===== config.mk =====
export PLATFORM = sky130hd
export DESIGN_NAME = hs4_rx_buffer_flat
export DESIGN_NICKNAME = d
export VERILOG_FILES = /design/src/rtl/hs4_rx_buffer_if.sv /design/src/rtl/hs4_rx_buffer.sv /design/src/flat_wrapper.sv
export SDC_FILE = /design/constraint.sdc
export NUM_CORES = 1
export LEC_CHECK = 0
export BUFFER_PORTS_ARGS = -buffer_cell sky130_fd_sc_hd__buf_2
export CAP_MARGIN = 20
export CORE_UTILIZATION = 40
export CTS_BUF_LIST = sky130_fd_sc_hd__clkbuf_4 sky130_fd_sc_hd__clkbuf_8
export DETAILED_ROUTE_END_ITERATION = 10
export MAX_ROUTING_LAYER = met4
export PLACE_DENSITY_LB_ADDON = 0.2
export RECOVER_POWER = 50
export SLEW_MARGIN = 25
export SYNTH_ARGS = -nofsm -noshare
export SYNTH_HDL_FRONTEND = slang
export SYNTH_SLANG_ARGS = --single-unit

===== constraint.sdc =====
create_clock -name clk -period 4 [get_ports clk]
set_input_delay 0.4 -clock clk [delete_from_list [all_inputs] [get_ports clk]]
set_output_delay 0.4 -clock clk [all_outputs]
set_load 0.005 [all_outputs]

===== src/rtl/hs4_rx_buffer_if.sv =====
`default_nettype none
// ---------------------------------------------------------------------------
// hs4_rx_buffer_if : send/ack word handshake plus valid/ready FIFO drain port
// Revision 1.0
// ---------------------------------------------------------------------------
interface hs4_rx_buffer_if #(
  parameter int DATA_W = 4,
  parameter int DEPTH  = 4
);
  logic                       send_i;
  logic [DATA_W-1:0]          data_i;
  logic                       ack_o;
  logic                       out_valid;
  logic [DATA_W-1:0]          out_data;
  logic                       out_ready;
  logic [$clog2(DEPTH):0]     count;
  logic                       protocol_err;

  modport slave (
    input  send_i, data_i, out_ready,
    output ack_o, out_valid, out_data, count, protocol_err
  );

  modport master (
    output send_i, data_i, out_ready,
    input  ack_o, out_valid, out_data, count, protocol_err
  );
endinterface
`default_nettype wire


===== src/rtl/hs4_rx_buffer.sv =====
`default_nettype none
// ---------------------------------------------------------------------------
// hs4_rx_buffer : 4-phase handshake responder feeding a FWFT FIFO
// Revision 1.0
// ---------------------------------------------------------------------------
module hs4_rx_buffer #(
  parameter int DATA_W      = 4,
  parameter int DEPTH       = 4,
  parameter int SYNC_STAGES = 2
) (
  input  wire logic     clk,
  input  wire logic     rst,
  hs4_rx_buffer_if.slave bus
);
  localparam int c_PTR_W = $clog2(DEPTH);
  localparam int c_CNT_W = c_PTR_W + 1;

  typedef enum logic [1:0] {
    S_IDLE = 2'd0,
    S_HOLD = 2'd1,
    S_ACK  = 2'd2
  } state_t;

  state_t                   r_state;
  state_t                   w_state_n;
  logic [SYNC_STAGES-1:0]   r_sync;
  logic                     w_send_s;
  logic                     r_ack;
  logic                     r_err;
  logic                     w_push;
  logic                     w_pop;
  logic                     w_err_set;
  logic                     w_full;
  logic [DATA_W-1:0]        r_mem [DEPTH];
  logic [c_PTR_W-1:0]       r_wr_ptr;
  logic [c_PTR_W-1:0]       r_rd_ptr;
  logic [c_CNT_W-1:0]       r_count;

  always_ff @(posedge clk) begin
    if (rst) r_sync <= '0;
    else     r_sync <= {r_sync[SYNC_STAGES-2:0], bus.send_i};
  end

  assign w_send_s = r_sync[SYNC_STAGES-1];
  assign w_full   = (r_count == c_CNT_W'(DEPTH));
  assign w_pop    = (r_count != '0) && bus.out_ready;

  // Space is judged on the registered count, so a same-cycle pop never frees a slot early.
  always_comb begin
    w_state_n = r_state;
    w_push    = 1'b0;
    w_err_set = 1'b0;
    case (r_state)
      S_IDLE: begin
        if (w_send_s) begin
          if (!w_full) begin
            w_push    = 1'b1;
            w_state_n = S_ACK;
          end else begin
            w_state_n = S_HOLD;
          end
        end
      end
      S_HOLD: begin
        if (!w_send_s) begin
          w_err_set = 1'b1;
          w_state_n = S_IDLE;
        end else if (!w_full) begin
          w_push    = 1'b1;
          w_state_n = S_ACK;
        end
      end
      S_ACK: begin
        if (!w_send_s) w_state_n = S_IDLE;
      end
      default: w_state_n = S_IDLE;
    endcase
  end

  always_ff @(posedge clk) begin
    if (rst) begin
      r_state <= S_IDLE;
      r_ack   <= 1'b0;
      r_err   <= 1'b0;
    end else begin
      r_state <= w_state_n;
      r_ack   <= (w_state_n == S_ACK);
      if (w_err_set) r_err <= 1'b1;
    end
  end

  always_ff @(posedge clk) begin
    if (w_push) r_mem[r_wr_ptr] <= bus.data_i;
  end

  always_ff @(posedge clk) begin
    if (rst) begin
      r_wr_ptr <= '0;
      r_rd_ptr <= '0;
      r_count  <= '0;
    end else begin
      if (w_push) r_wr_ptr <= r_wr_ptr + c_PTR_W'(1);
      if (w_pop)  r_rd_ptr <= r_rd_ptr + c_PTR_W'(1);
      case ({w_push, w_pop})
        2'b10:   r_count <= r_count + c_CNT_W'(1);
        2'b01:   r_count <= r_count - c_CNT_W'(1);
        default: r_count <= r_count;
      endcase
    end
  end

  assign bus.ack_o        = r_ack;
  assign bus.out_valid    = (r_count != '0);
  assign bus.out_data     = r_mem[r_rd_ptr];
  assign bus.count        = r_count;
  assign bus.protocol_err = r_err;
endmodule
`default_nettype wire


===== src/flat_wrapper.sv =====
// flat-port wrapper written by rule: the top's interface ports become plain ports
module hs4_rx_buffer_flat 
#(
  parameter int DATA_W      = 4,
  parameter int DEPTH       = 4,
  parameter int SYNC_STAGES = 2
)
  (clk, rst, bus_send_i, bus_data_i, bus_out_ready, bus_ack_o, bus_out_valid, bus_out_data, bus_count, bus_protocol_err);
  hs4_rx_buffer_if #(.DATA_W(DATA_W), .DEPTH(DEPTH)) bus_i ();
  input  wire logic clk;
  input  wire logic rst;
  input wire logic [$bits(bus_i.send_i)-1:0] bus_send_i;
  input wire logic [$bits(bus_i.data_i)-1:0] bus_data_i;
  input wire logic [$bits(bus_i.out_ready)-1:0] bus_out_ready;
  output wire logic [$bits(bus_i.ack_o)-1:0] bus_ack_o;
  output wire logic [$bits(bus_i.out_valid)-1:0] bus_out_valid;
  output wire logic [$bits(bus_i.out_data)-1:0] bus_out_data;
  output wire logic [$bits(bus_i.count)-1:0] bus_count;
  output wire logic [$bits(bus_i.protocol_err)-1:0] bus_protocol_err;
  assign bus_i.send_i = bus_send_i;
  assign bus_i.data_i = bus_data_i;
  assign bus_i.out_ready = bus_out_ready;
  assign bus_ack_o = bus_i.ack_o;
  assign bus_out_valid = bus_i.out_valid;
  assign bus_out_data = bus_i.out_data;
  assign bus_count = bus_i.count;
  assign bus_protocol_err = bus_i.protocol_err;
  hs4_rx_buffer #(.DATA_W(DATA_W), .DEPTH(DEPTH), .SYNC_STAGES(SYNC_STAGES)) u_core (.clk(clk), .rst(rst), .bus(bus_i));
endmodule

## After elaboration in Yosys (flattened, before gate mapping)

Memories as Yosys holds them, arrays and structs flattened. A register that Yosys moved wholly into a read port is not among the register bits.
Cells that the tools add are included.
Widths: inputs -> output; s select.

| cells by class | value |
|---|---|
| bitwise gates (word level) | 0 |
| multiply operators | 0 |
| equal/unequal tests | 6 |
| $add $sub $neg | 4 |
| reductions and logical operators | 5 |
| divide/modulo/power cells | 0 |
| muxes and demuxes | 16 |
| order comparisons | 0 |
| shift-type cells | 0 |

Operators with widths:

| kind | number |
|---|---|
| $mux 2 | 7 |
| $mux 1 | 7 |
| $eq 2x2->1 const B | 3 |
| $pmux 2 s3 | 1 |
| $pmux 3 s2 | 1 |
| $add 2x1->2 const B | 2 |
| $eq 2x1->1 const B | 2 |
| $add 3x1->3 const B | 1 |
| $eq 3x3->1 const B | 1 |
| $reduce_bool 3->1 | 1 |
| $sub 3x1->3 const B | 1 |
| $logic_not 2->1 | 1 |
| $reduce_bool 2->1 | 1 |
| $reduce_or 2->1 | 1 |
| $logic_and 1x1->1 | 1 |

| storage, ports and cells | value |
|---|---|
| ROM bits | 0 |
| register bits after elaboration | 13 |
| bits of input ports | 8 |
| memories kept | 1 |
| RAM bits | 16 |
| output and inout port bits | 10 |
| bits in latches | 0 |
| word-level logic and storage cells | 39 |

Memory list:

| name | depth | width | read ports | clocked after Yosys merged registers in | write ports | line | text |
|---|---|---|---|---|---|---|---|
| u_core.r_mem | 4 | 4 | 1 | 1 | 1 | hs4_rx_buffer.sv:34 | `logic [DATA_W-1:0] r_mem [DEPTH];` |

## Logic depth before layout (Yosys ltp)

| depth | value |
|---|---|
| depth after elaboration | 6 |
| gate-level depth with buffers | 10 |
| mapped depth without buffers | 9 |

## Worst setup path before layout

OpenSTA, ideal clock, no wires.

| timing path | value |
|---|---|
| path kind | register to register |
| start | reg u_core.r_count[2] (netlist: u_core.bus.count[2]) |
| end | reg u_core.r_count[2] (netlist: u_core.bus.count[2]) |
| arrival time | 2,358 ps |
| cell stages (with the launch flop) | 11 |
| period minus slack after synthesis | 2,428 ps |
| setup slack | 1,572 ps |
| data required time | 3,929 ps |
| library setup time | 71 ps |
| buffers on the path | 1 |
| cells stage by stage | dfxtp_1 -> or3b_1 -> and3b_1 -> buf_6 -> inv_1 -> ha_1 -> inv_1 -> fa_1 -> xor2_1 -> or3_2 -> a21oi_1 |

| on the way | value |
|---|---|
| longest elaborated chain between the ends | 6 |
| elaborated cells on any way between the ends | 12 |
| those cells by class | add/sub: 2; eq/ne: 3; mux: 4; reduce/logical: 3 |

Ends and longest elaborated chain:

| what | line | text |
|---|---|---|
| start: declaration | hs4_rx_buffer.sv:37 | `logic [c_CNT_W-1:0] r_count;` |
| start signal: assignment | hs4_rx_buffer.sv:105 | `2'b10: r_count <= r_count + c_CNT_W'(1);` |
| start signal: assignment | hs4_rx_buffer.sv:106 | `2'b01: r_count <= r_count - c_CNT_W'(1);` |
| start signal: assignment | hs4_rx_buffer.sv:107 | `default: r_count <= r_count;` |
| $eq 3x3->1 | hs4_rx_buffer.sv:45 | `assign w_full = (r_count == c_CNT_W'(DEPTH));` |
| $mux 1 | hs4_rx_buffer.sv:56, hs4_rx_buffer.sv:68 |  |
| $mux 1 | hs4_rx_buffer.sv:65 | `if (!w_send_s) begin` |
| $mux 1 | -- |  |
| $eq 2x1->1 / $eq 2x2->1 (equally long branches) | hs4_rx_buffer.sv:104 | `case ({w_push, w_pop})` |
| $pmux 3 s2 / $reduce_bool 2->1 (equally long branches) | -- |  |

Parallel ways exist; a longest one is shown, timed or not.
A chain may end at the register's enable or synchronous reset.

## Worst setup path in the final report

Same ends and word-level chain as after synthesis.

==> metrics.txt <==
# TYPE chip_impl_metric gauge
chip_impl_info{name="status",value="finished with violations"} 1
chip_impl_info{name="failed_checks",value="design-rule violations"} 1
chip_impl_info{name="path_cells",value="or3b_1 > and3b_1 > inv_1 > ha_1 > inv_1 > fa_1 > xor2_1 > or3_2 > a21oi_1"} 1
chip_impl_metric{name="wl_per_cell",unit="um"} 13.3
chip_impl_info{name="layout_common_cells",value="sky130_fd_sc_hd__edfxtp_1 (16), sky130_fd_sc_hd__dfxtp_1 (15), sky130_fd_sc_hd__buf_2 (12)"} 1
chip_impl_metric{name="switching_share_of_power",unit="%"} 27.9
chip_impl_metric{name="skew",unit="ns"} 0.00817
chip_impl_metric{name="synthesis_stage_register_bit_count",unit=""} 31
chip_impl_info{name="root_buffer",value="sky130_fd_sc_hd__clkbuf_4"} 1
chip_impl_metric{name="first_global_vias",unit=""} 685
chip_impl_metric{name="worstRegToRegCells",unit=""} 9
chip_impl_metric{name="placed_cells",unit=""} 134
chip_impl_metric{name="synth.lib_cells_used.distinct",unit=""} 27
chip_impl_metric{name="globalRoute.totalOverflow",unit=""} 0
chip_impl_metric{name="vdd.ir_drop.worst",unit="mV"} 0.204
chip_impl_metric{name="hold_ws",unit="ns"} 0.281
chip_impl_info{name="mostFrequentLayoutCell",value="sky130_fd_sc_hd__edfxtp_1"} 1
chip_impl_metric{name="final_cells",unit=""} 142
chip_impl_metric{name="setup_tns",unit="ns"} 0
chip_impl_metric{name="grtUsageTotal",unit="%"} 13.7
chip_impl_metric{name="final_period_minus_worst_setup_slack",unit="ns"} 2.60
chip_impl_metric{name="std_cell_rows",unit=""} 19
chip_impl_metric{name="timing.final.setup_violations",unit=""} 0
chip_impl_metric{name="internal_power_contribution",unit="mW"} 0.492
chip_impl_info{name="crit_path_top_delay_cell",value="sky130_fd_sc_hd__dfxtp_1"} 1
chip_impl_metric{name="final-hold-violation-count",unit=""} 0
chip_impl_metric{name="finalNetCount",unit=""} 124
chip_impl_metric{name="ys_warn_count",unit=""} 0
chip_impl_metric{name="grt_first_pass_wirelength",unit="um"} 3110
chip_impl_info{name="hold_path.startpoint",value="bus_send_i"} 1
chip_impl_metric{name="floorplan.die.width",unit="um"} 57.9
chip_impl_metric{name="max-clock-path-buffers",unit=""} 2
chip_impl_metric{name="clock-sinks",unit=""} 31
chip_impl_metric{name="numCtsBuffers",unit=""} 5
chip_impl_metric{name="post_dp_cell_area",unit="um2"} 1360
chip_impl_metric{name="synth_area_per_cell",unit="um2"} 14.2
chip_impl_metric{name="cp_data_arrival_time",unit="ns"} 2.85
chip_impl_metric{name="post_cts.resized_instances",unit=""} 0
chip_impl_info{name="worst_path_most_repeated_cell",value="sky130_fd_sc_hd__inv_1"} 1
chip_impl_metric{name="post-layout-total-power",unit="mW"} 0.682
chip_impl_metric{name="post_synth_instance_area",unit="um2"} 1250
chip_impl_metric{name="die_y",unit="um"} 57.9
chip_impl_metric{name="netSwitchingPower",unit="mW"} 0.190
chip_impl_info{name="setup.worst_path.start_class",value="flop"} 1
chip_impl_metric{name="place.port_buffers",unit=""} 17
chip_impl_info{name="path_class",value="reg -> reg"} 1
chip_impl_metric{name="area_growth_syn_to_layout",unit="%"} 12.4
chip_impl_metric{name="path_clk_slew",unit="ns"} 0.09
chip_impl_metric{name="ff2ff_setup_slack",unit="ns"} 1.40
chip_impl_metric{name="min_period_over_period",unit="%"} 65.0
chip_impl_metric{name="initial_core_util",unit="%"} 43.8
chip_impl_metric{name="grt_start_max_net_pins",unit=""} 17
chip_impl_metric{name="route.vias.total",unit=""} 704
chip_impl_metric{name="leakagePower",unit="nW"} 0.519
chip_impl_metric{name="antenna_cells_inserted",unit=""} 0
chip_impl_metric{name="crit_path_max_incr_delay",unit="ns"} 0.44
chip_impl_info{name="tritoncts",value="built"} 1
chip_impl_metric{name="detailed_place_hpwl",unit="um"} 1340
chip_impl_metric{name="finish.instance_area",unit="um2"} 1400
chip_impl_info{name="critical_path.reg2reg.endpoint",value="u_core.bus.count[2]"} 1
chip_impl_metric{name="maxCapViolCount",unit=""} 0
chip_impl_metric{name="max_freq",unit="GHz"} 0.385
chip_impl_info{name="timing.rr.start",value="u_core.bus.count[2]"} 1
chip_impl_metric{name="cts_setup_buffers",unit=""} 0
chip_impl_metric{name="vias_per_cell",unit=""} 4.96
chip_impl_metric{name="power_frac_clock",unit="%"} 25.0
chip_impl_metric{name="critical_path_peak_fanout",unit=""} 7
chip_impl_metric{name="detail_route.first_pass.iterations",unit=""} 7
chip_impl_metric{name="die_area",unit="um2"} 3350
chip_impl_metric{name="critical_path_required",unit="ns"} 4.25
chip_impl_metric{name="synthesis.nets",unit=""} 102
chip_impl_metric{name="max_slew_violations",unit=""} 0
chip_impl_metric{name="final_layout_size_suffix_gt1_share",unit="%"} 27.9
chip_impl_metric{name="routabilityCongestion",unit=""} 0.752
chip_impl_info{name="critPathCaptureType",value="flop"} 1
chip_impl_metric{name="postRouteAntennaNets",unit=""} 0
chip_impl_metric{name="cts-hold-fix-buffers",unit=""} 0
chip_impl_metric{name="postSynthCellCount",unit=""} 88
chip_impl_metric{name="totalWireLength",unit="um"} 1890
chip_impl_metric{name="design.core.area",unit="um2"} 2850
chip_impl_metric{name="worstHoldPathCells",unit=""} 2
chip_impl_metric{name="sequentialPowerShare",unit="%"} 55.9
chip_impl_metric{name="grt_antenna_before_repair",unit=""} 0
chip_impl_metric{name="boundaryPins",unit=""} 18
chip_impl_metric{name="clk-insertion-delay-late",unit="ns"} 0.33
chip_impl_metric{name="relSlewSlack",unit="%"} 55.0
chip_impl_metric{name="drc_errors",unit=""} 1
chip_impl_info{name="hold_path.class",value="in -> reg"} 1
chip_impl_metric{name="cts-htree-levels",unit=""} 2
chip_impl_metric{name="proportion_of_synthesized_chip_area_in_sequential_cells",unit="%"} 62.5
chip_impl_metric{name="max_slew.worst_pin.slew",unit="ns"} 0.676
chip_impl_metric{name="initialDrtViolationCount",unit=""} 9
chip_impl_info{name="grt_setup_unrepaired",value="no"} 1
chip_impl_metric{name="pwr-share-comb",unit="%"} 19.1
chip_impl_metric{name="power_per_cell_area",unit="nW/um2"} 486
chip_impl_info{name="hold-path-endpoint",value="u_core.r_sync[0]"} 1
-- power by group through the flow --
stage | clock network, mW | logic (mW) | registers [mW]
after floorplan | 0 | 0.0907 | 0.384
after global placement | 0 | 0.129 | 0.389
after detailed placement | 0 | 0.132 | 0.390
after CTS | 0.180 | 0.132 | 0.383
after global routing | 0.194 | 0.148 | 0.387
final | 0.170 | 0.130 | 0.382
-- worst max path at each step --
stage / to / from / slack, ns
2_1_floorplan: u_core.bus.count[2] / u_core.bus.count[2] / 1.57
6_report: u_core.bus.count[2] / u_core.bus.count[2] / 1.40
3_5_place_dp: u_core.bus.count[2] / u_core.bus.count[2] / 1.48
4_1_cts: u_core.bus.count[2] / u_core.bus.count[2] / 1.38
5_1_grt: u_core.bus.count[2] / u_core.bus.count[2] / 1.28
3_3_place_gp: u_core.bus.count[2] / u_core.bus.count[2] / 1.54
-- through the flow --
stage | setup slack, ns | utilization [%]
CTS | 1.38 | 49.4
global placement | 1.54 | 47.6
finish | 1.40 | 49.2
floorplan | 1.57 | -
global route | 1.28 | 49.2
detailed placement | 1.48 | 47.6
-- cell usage after synthesis --
cell type                   n  area [um2]
sky130_fd_sc_hd__nor4b_1    1        8.76
sky130_fd_sc_hd__xnor2_1    1        8.76
sky130_fd_sc_hd__or3b_1     1        8.76
sky130_fd_sc_hd__clkbuf_1   1        3.75
sky130_fd_sc_hd__a21oi_1    2        10.0
sky130_fd_sc_hd__and3b_1    1        8.76
sky130_fd_sc_hd__mux2i_1    1        10.0
sky130_fd_sc_hd__o31a_2     1        10.0
sky130_fd_sc_hd__mux2_4     1        15.0
sky130_fd_sc_hd__inv_1      6        22.5
sky130_fd_sc_hd__o21ai_0    2        10.0
sky130_fd_sc_hd__mux4_2     4        90.1
sky130_fd_sc_hd__ha_1       5        62.6
sky130_fd_sc_hd__fa_1       1        20.0
sky130_fd_sc_hd__or3_2      2        15.0
sky130_fd_sc_hd__edfxtp_1  16         480
sky130_fd_sc_hd__nand2_1    1        3.75
sky130_fd_sc_hd__and2_1     1        6.26
sky130_fd_sc_hd__o311ai_0   1        8.76
sky130_fd_sc_hd__and2_2     3        22.5
sky130_fd_sc_hd__nor3b_1    3        22.5
sky130_fd_sc_hd__nor2b_1    2        12.5
sky130_fd_sc_hd__nand2b_1   2        12.5
sky130_fd_sc_hd__xor2_1     3        26.3
sky130_fd_sc_hd__dfxtp_1   15         300
sky130_fd_sc_hd__nor2_1    10        37.5
sky130_fd_sc_hd__buf_6      1        11.3
-- kinds of logic after synthesis --
| kind of cell | after synthesis | synth area share (%) |
|---|---|---|
| AOI/OAI and AO/OA | 6 | 3.11 |
| DFF | 31 | 62.5 |
| muxes | 6 | 9.22 |
| xor gates and xnor gates | 4 | 2.81 |
| and+or+nand+nor | 27 | 12.7 |
| buffers and inverters | 8 | 3.01 |
| adders and majority gates | 6 | 6.61 |
-- cell type report --
cell class                 count  area, um2
timing repair buffer          17       78.8
fill                         260       1450
clock inverter                 3       15.0
multi-input combinational     49        430
clock buffer                   5       37.5
inverter                       6       22.5
sequential                    31        781
tap                           31       38.8
-- per-layer routing --
metal  up-vias  GRT usage [%]  routed length, um
li1        354              -                  -
met1       332           15.7                877
met2        13           20.0                885
met3         5           6.92                104
met4         0           6.12                 25
met5         -              -                  0
-- worst max-delay path, delay by kind of cell, from the launching register on --
family,cells,cell delay (ns)
AOI/OAI and AO/OA,1,0.16
buffers and inverters,2,0.14
adders and majority gates,2,0.54
and+or+nand+nor,3,1.08
xor gates and xnor gates,1,0.16
DFF,1,0.44
-- registers in the layout (all words and copies together) (netlist names), named ones only --
name / count
u_core.r_wr_ptr: 2
u_core.r_mem: 16
u_core.bus.count: 3
u_core.r_sync: 2
u_core.bus.ack_o: 1
u_core.r_state: 2
u_core.r_rd_ptr: 2
u_core.bus.protocol_err: 1
Power figures use the tool's default switching activity.
